### config.mk
export PLATFORM = sky130hd
export DESIGN_NAME = lcd_fb_ctrl
export DESIGN_NICKNAME = d
export VERILOG_FILES = /design/src/rtl/lcd_fb_pkg.sv /design/src/rtl/lcd_fb_addr_ctr.sv /design/src/rtl/lcd_fb_ctrl.sv
export SDC_FILE = /design/constraint.sdc
export NUM_CORES = 1
export LEC_CHECK = 0
export ABC_AREA = 1
export BUFFER_PORTS_ARGS = -buffer_cell sky130_fd_sc_hd__buf_2
export CAP_MARGIN = 20
export CORE_MARGIN = 10
export CORE_UTILIZATION = 30
export CTS_CLUSTER_DIAMETER = 120
export DETAILED_ROUTE_END_ITERATION = 12
export SLEW_MARGIN = 20
export SYNTH_ARGS = -nofsm -noshare
export SYNTH_HDL_FRONTEND = slang
export SYNTH_SLANG_ARGS = --single-unit
### constraint.sdc
create_clock -name clk -period 3.8 [get_ports clk]
set_input_delay 0.38 -clock clk [delete_from_list [all_inputs] [get_ports clk]]
set_output_delay 0.38 -clock clk [all_outputs]
set_load 0.1 [all_outputs]
### src/rtl/lcd_fb_pkg.sv
// Shared constants and types for the LCD frame-buffer write sequencer.
package lcd_fb_pkg;

    localparam int unsigned NPIX = 160 * 144;
    localparam int unsigned AW   = 15;

    typedef enum logic [1:0] {
        OFF    = 2'd0,
        ACTIVE = 2'd1,
        FULL   = 2'd2,
        CLEAR  = 2'd3
    } fb_state_e;

    localparam logic [1:0] MODE_HBLANK = 2'b00;
    localparam logic [1:0] MODE_VBLANK = 2'b01;
    localparam logic [1:0] MODE_OAM    = 2'b10;
    localparam logic [1:0] MODE_XFER   = 2'b11;

endpackage

### src/rtl/lcd_fb_addr_ctr.sv
// Frame-buffer write pointer shared by the pixel and clear paths; wraps to 0 after N-1.
module lcd_fb_addr_ctr
    import lcd_fb_pkg::*;
#(
    parameter int unsigned N = NPIX
) (
    input  logic          i_clk,
    input  logic          i_reset,
    input  logic          i_clr,
    input  logic          i_en,
    output logic [AW-1:0] o_ptr,
    output logic          o_tc
);

    logic [AW-1:0] r_ptr;

    assign o_ptr = r_ptr;
    assign o_tc  = (r_ptr == AW'(N - 1));

    // Clear wins over enable so a write can use the current pointer while the frame restarts.
    always_ff @(posedge i_clk) begin
        if (i_reset || i_clr) begin
            r_ptr <= '0;
        end else if (i_en) begin
            r_ptr <= o_tc ? '0 : r_ptr + 1'b1;
        end
    end

endmodule

### src/rtl/lcd_fb_ctrl.sv
// Write-side sequencer for the double-banked LCD frame buffer: pixel writes,
// bank swapping on completed frames and a blanking clear when the LCD turns off.
module lcd_fb_ctrl
    import lcd_fb_pkg::*;
#(
    parameter int unsigned   WIDTH  = 160,
    parameter int unsigned   HEIGHT = 144,
    parameter int unsigned   DW     = 15,
    parameter logic [DW-1:0] BLANK  = '0
) (
    input  logic          clk,
    input  logic          reset,
    input  logic          ce,
    input  logic [DW-1:0] pix_data,
    input  logic [1:0]    mode,
    input  logic          lcd_on,
    output logic [AW-1:0] fb_addr,
    output logic [DW-1:0] fb_data,
    output logic          fb_we,
    output logic          fb_wbank,
    output logic          disp_bank,
    output logic          frame_done,
    output logic          short_frame,
    output logic          drop,
    output logic          clearing
);

    localparam int unsigned NPIX_L = WIDTH * HEIGHT;

    fb_state_e     r_state;
    fb_state_e     w_state_nx;
    logic [1:0]    r_prev_mode;
    logic          r_skip_first;
    logic          r_pix_last_d;
    logic          r_clr_last_d;

    logic [AW-1:0] r_fb_addr;
    logic [DW-1:0] r_fb_data;
    logic          r_fb_we;
    logic          r_fb_wbank;
    logic          r_disp_bank;
    logic          r_frame_done;
    logic          r_short_frame;
    logic          r_drop;
    logic          r_clearing;

    logic [AW-1:0] w_ptr;
    logic          w_tc;
    logic          w_ctr_clr;
    logic          w_ctr_en;
    logic          w_vb_rise;
    logic          w_we;
    logic [DW-1:0] w_data;
    logic          w_short;
    logic          w_drop;
    logic          w_pix_last;
    logic          w_clr_last;
    logic          w_set_skip;
    logic          w_swap;

    lcd_fb_addr_ctr #(.N(NPIX_L)) u_ctr (
        .i_clk   (clk),
        .i_reset (reset),
        .i_clr   (w_ctr_clr),
        .i_en    (w_ctr_en),
        .o_ptr   (w_ptr),
        .o_tc    (w_tc)
    );

    assign w_vb_rise = (mode == MODE_VBLANK) && (r_prev_mode != MODE_VBLANK);
    assign w_swap    = r_clr_last_d || (r_pix_last_d && !r_skip_first);

    always_comb begin
        w_state_nx = r_state;
        w_ctr_clr  = 1'b0;
        w_ctr_en   = 1'b0;
        w_we       = 1'b0;
        w_data     = pix_data;
        w_short    = 1'b0;
        w_drop     = 1'b0;
        w_pix_last = 1'b0;
        w_clr_last = 1'b0;
        w_set_skip = 1'b0;
        case (r_state)
            OFF: begin
                w_drop = ce;
                if (lcd_on) begin
                    w_state_nx = ACTIVE;
                    w_ctr_clr  = 1'b1;
                    w_set_skip = 1'b1;
                end
            end
            ACTIVE: begin
                if (!lcd_on) begin
                    w_drop     = ce;
                    w_state_nx = CLEAR;
                    w_ctr_clr  = 1'b1;
                end else if (ce) begin
                    w_we     = 1'b1;
                    w_ctr_en = 1'b1;
                    if (w_tc) begin
                        w_state_nx = FULL;
                        w_pix_last = 1'b1;
                    end else if (w_vb_rise) begin
                        w_ctr_clr = 1'b1;
                        w_short   = 1'b1;
                    end
                end else if (w_vb_rise && (w_ptr != '0)) begin
                    w_ctr_clr = 1'b1;
                    w_short   = 1'b1;
                end
            end
            FULL: begin
                w_drop = ce;
                if (!lcd_on) begin
                    w_state_nx = CLEAR;
                    w_ctr_clr  = 1'b1;
                end else if (w_vb_rise) begin
                    w_state_nx = ACTIVE;
                    w_ctr_clr  = 1'b1;
                end
            end
            CLEAR: begin
                w_drop   = ce;
                w_we     = 1'b1;
                w_data   = BLANK;
                w_ctr_en = 1'b1;
                if (w_tc) begin
                    w_clr_last = 1'b1;
                    if (lcd_on) begin
                        w_state_nx = ACTIVE;
                        w_set_skip = 1'b1;
                    end else begin
                        w_state_nx = OFF;
                    end
                end
            end
            default: w_state_nx = OFF;
        endcase
    end

    always_ff @(posedge clk) begin
        if (reset) begin
            r_state       <= OFF;
            r_prev_mode   <= MODE_HBLANK;
            r_skip_first  <= 1'b1;
            r_pix_last_d  <= 1'b0;
            r_clr_last_d  <= 1'b0;
            r_fb_addr     <= '0;
            r_fb_data     <= '0;
            r_fb_we       <= 1'b0;
            r_fb_wbank    <= 1'b0;
            r_disp_bank   <= 1'b0;
            r_frame_done  <= 1'b0;
            r_short_frame <= 1'b0;
            r_drop        <= 1'b0;
            r_clearing    <= 1'b0;
        end else begin
            r_state       <= w_state_nx;
            r_prev_mode   <= mode;
            r_pix_last_d  <= w_pix_last;
            r_clr_last_d  <= w_clr_last;
            r_fb_addr     <= w_ptr;
            r_fb_data     <= w_data;
            r_fb_we       <= w_we;
            // Target the bank that will be the back bank once any swap on this edge lands.
            r_fb_wbank    <= ~(r_disp_bank ^ w_swap);
            r_disp_bank   <= r_disp_bank ^ w_swap;
            r_frame_done  <= w_swap;
            r_short_frame <= w_short;
            r_drop        <= w_drop;
            r_clearing    <= (r_state == CLEAR);
            if (w_set_skip) begin
                r_skip_first <= 1'b1;
            end else if (r_pix_last_d) begin
                r_skip_first <= 1'b0;
            end
        end
    end

    assign fb_addr     = r_fb_addr;
    assign fb_data     = r_fb_data;
    assign fb_we       = r_fb_we;
    assign fb_wbank    = r_fb_wbank;
    assign disp_bank   = r_disp_bank;
    assign frame_done  = r_frame_done;
    assign short_frame = r_short_frame;
    assign drop        = r_drop;
    assign clearing    = r_clearing;

endmodule

==> qor.txt <==
CRITICAL PATH
--------------------------------------------------------------------------------
Critical path startpoint category .................................    flip-flop
Most used cell, CP ................................................      nand2_1
Worst Path Class, Setup ........................................... flip-flop to flip-flop
Reg-to-reg setup timing slack .....................................      1.82 ns
CP required .......................................................      4.07 ns
Cells along the critical path ..................................... inv_1 -> ha_1 -> nand3_1 -> nand2_1 -> nand2_1 -> nor2_1 -> nand2_1 -> nand2_1 -> nand3_1 -> a21oi_2
Standard cell with the maximum stage delay on the critical path ...      dfxtp_1
Arrival time reported for the critical path endpoint ..............      2.24 ns
Biggest cell delay along the critical path ........................      0.35 ns
Max FO, Critical Path .............................................           12
Reg-to-Reg Start .................................................. r_state[1]$_SDFFE_PP0P_
R2r worst-path depth ..............................................           10
Crit. End Element .................................................    flip-flop
Capture point of the worst reg-to-reg path ........................ u_ctr.o_ptr[9]$_SDFFE_PP0P_

SYNTHESIS
--------------------------------------------------------------------------------
Share of synthesized area occupied by flip-flops and latches ......       46.48%
Cell type with the highest aggregate area in the netlist ..........      dfxtp_1
Number of unique standard cell types used by synthesis ............           32
Cell types with the largest area share after synthesis ............ dfxtp_1, nor2_1, nand2_1
Syn nets ..........................................................          360
Share of Yosys cell area claimed by the top area cell type ........       46.48%
Count of mapped cells out of synthesis ............................          331
Netlist Area Pre-Place ............................................     2541 um2
Synthesized flop and latch total ..................................           59
YS warnings .......................................................            0
Avg Inst Size Synth ...............................................    7.677 um2

STA
--------------------------------------------------------------------------------
Post-route minimum period .........................................     1.978 ns
Setup TNS .........................................................         0 ns
Setup repair after global routing missed its margin ...............           no
Worst relative slew slack .........................................       48.30%
Number of hold violations in the final report .....................            0
Period Utilization, post-route ....................................       52.04%
Tightest Pin Transition ...........................................    0.7747 ns
Number of setup violations in the final report ....................            0
Total count of max-transition violations in the final report ......            0
Fin Clk Skew ......................................................  0.009128 ns
Maximum clock frequency ...........................................   0.5056 GHz

GRT
--------------------------------------------------------------------------------
Pin count of the biggest net entering global routing ..............           26
Via count of the first global-routing pass ........................         2166
Wire length of the first global-routing pass ......................     10090 um
GR Overflow Total .................................................            0
Aggregate global-route resource usage .............................       9.677%
Number of antenna violations at the first check in global routing .            1

CLOCK NETWORK
--------------------------------------------------------------------------------
CTS Hold Bufs .....................................................            0
Number of resized instances in the post-cts repair step ...........            0
Setup repair bufs after CTS .......................................            0
Latest clock arrival within the worst-skew pair ...................      0.34 ns
Clock Tree Buf Depth ..............................................            2
Sink Count ........................................................           59
Number of buffers created by CTS ..................................            9
H-tree depth ......................................................            3
Root Buffer .......................................................     clkbuf_8
CTS clk-pin slew, worst paths .....................................      0.07 ns
Clock tree from TritonCTS .........................................         done

DETAILED ROUTING
--------------------------------------------------------------------------------
Via density per instance ..........................................        4.285
Final routed wirelength across all metal layers ...................      5899 um
Residual DRC ......................................................            0
Number of DRC violations after detailed-routing iteration 0 .......          141
Antenna-violating nets left .......................................            0
Post-DR wirelength/cell ...........................................     11.82 um
Initial DRT Pass Iterations .......................................            4
Number of vias in the routed layout ...............................         2138

DIE
--------------------------------------------------------------------------------
Floorplan die width ...............................................     112.0 um
I/O pin cnt .......................................................           58
Placeable core region .............................................     8217 um2
Y dimension of the die ............................................     112.0 um
Total Die Area ....................................................    12550 um2
Core Rows .........................................................           33
Initial core utilization ..........................................       30.93%

MIN PATH
--------------------------------------------------------------------------------
Kind of path behind the tightest hold check ....................... input port to flip-flop
End point of the most critical hold path .......................... fb_data[14]$_SDFF_PP0_
Start point of the worst min-delay path ........................... pix_data[14]
Instance count along the most critical hold path ..................            3

POWER AND IR DROP
--------------------------------------------------------------------------------
Worst-case vdd ir drop ............................................  0.0001397 V
Power per Cell Area ............................................... 523.4 nW/um2
LEAKAGE ...........................................................     1.510 nW

LAYOUT
--------------------------------------------------------------------------------
Most common library cell in the layout ignoring fill and taps .....       nor2_1
Proportion of layout cells with a drive suffix above 1 ............       24.62%
Number of nets in the layout ......................................          419
Most frequent cells in the layout ................................. nor2_1, dfxtp_1, buf_2
Diode count .......................................................            0
Growth of design area from synthesis to finish ....................       21.27%
Final std cells w/o fill ..........................................          499

PLACE
--------------------------------------------------------------------------------
Detail Placement HPWL .............................................      4381 um
Port buffer count .................................................           57
Final RePlAce weighted congestion .................................       0.8521
DP Cell Count .....................................................          484

RUN STATUS
--------------------------------------------------------------------------------
Run status ........................................................ complete, no violations

FLOW RUN
--------------------------------------------------------------------------------
Number of max-cap violations ......................................            0

==> worst max path at each step <==
| stage | start | endpoint | slack (ns) | cells after the start |
|---|---|---|---|---|
| global placement | r_state[1]$_SDFFE_PP0P_ | u_ctr.o_ptr[12]$_SDFFE_PP0P_ | 1.93 | 9 |
| CTS | r_state[1]$_SDFFE_PP0P_ | u_ctr.o_ptr[9]$_SDFFE_PP0P_ | 1.83 | 10 |
| finish | r_state[1]$_SDFFE_PP0P_ | u_ctr.o_ptr[9]$_SDFFE_PP0P_ | 1.82 | 10 |
| global route | r_state[1]$_SDFFE_PP0P_ | u_ctr.o_ptr[9]$_SDFFE_PP0P_ | 1.61 | 9 |
| detailed placement | r_state[1]$_SDFFE_PP0P_ | u_ctr.o_ptr[9]$_SDFFE_PP0P_ | 1.87 | 10 |
| floorplan | r_state[1]$_SDFFE_PP0P_ | u_ctr.o_ptr[6]$_SDFFE_PP0P_ | 2.32 | 9 |
==> report_power, final <==
group,internal (mW),total (mW),switching (mW)
logic,0.0859,0.402,0.316
registers,0.651,0.669,0.0181
clock network,0.294,0.541,0.248
total,1.03,1.61,0.582
==> cell families after synthesis <==
group                      share of synthesized area (%)
DFF                                                46.48
and+or+nand+nor                                    29.30
buffers and inverters                              10.39
xor gates and xnor gates                           1.379
AOI/OAI and AO/OA                                  8.518
adders and majority gates                          3.939
==> state kept, by name (all words and copies together) (netlist names), 2 cells and up <==
signal       flops
fb_data         15
r_prev_mode      2
u_ctr.o_ptr     15
fb_addr         15
r_state          2
==> synthesized netlist by cell type <==
master and number:
a21oi_1 11, xnor2_1 1, nand3_2 2, nand2_2 2, buf_12 1, nand3_4 2
buf_2 3, a31oi_1 1, a211oi_1 1, inv_1 52, nor3b_1 1, dfxtp_1 59
inv_2 3, o21ai_1 2, clkbuf_1 4, nand4_2 1, nor2_8 1, nand3b_1 1
nor2_4 2, nand2_4 2, a21oi_2 9, nor3_1 1, buf_4 1, nand4_1 3
ha_1 8, nor2_1 76, o21ai_0 7, nand3_1 13, a21oi_4 1, nand2_1 56
xor2_1 3, a21boi_0 1
==> worst max-delay path: cells and delay by family, from the launching register on <==
family	cells	cell delay (ns)
compound gates	1	0.11
fa+ha+maj	1	0.25
buf+inv	1	0.13
flops	1	0.35
simple gates	7	1.06
==> final cells by class <==
cell class	count	area [um2]
fillers	883	5135
flip-flops and latches	59	1181
multi-input cells	208	1096
repair buffers	57	285.3
inverters	55	206.4
well taps	105	131.4
clock buffers	9	123.9
clock inverters	6	57.56
==> through the flow <==
stage	total power [mW]	utilization, %	instance area [um2]	hold slack, ns	setup slack, ns
floorplan	1.022	-	2541	0.4376	2.323
global placement	1.076	35.30	2900	0.4653	1.926
detailed placement	1.081	35.30	2900	0.4547	1.870
CTS	1.626	37.51	3082	0.2307	1.832
global route	1.690	37.51	3082	0.2388	1.611
finish	1.613	37.51	3082	0.2471	1.822
==> layer usage <==
layer	part of all wire, %	wire length, um	GRT usage, %
met3	7.9	467	3.568
met2	44	2609	14.61
met1	45	2670	11.27
met5	0.12	7	0
met4	2.4	144	6.430
Power figures use the tool's default switching activity.
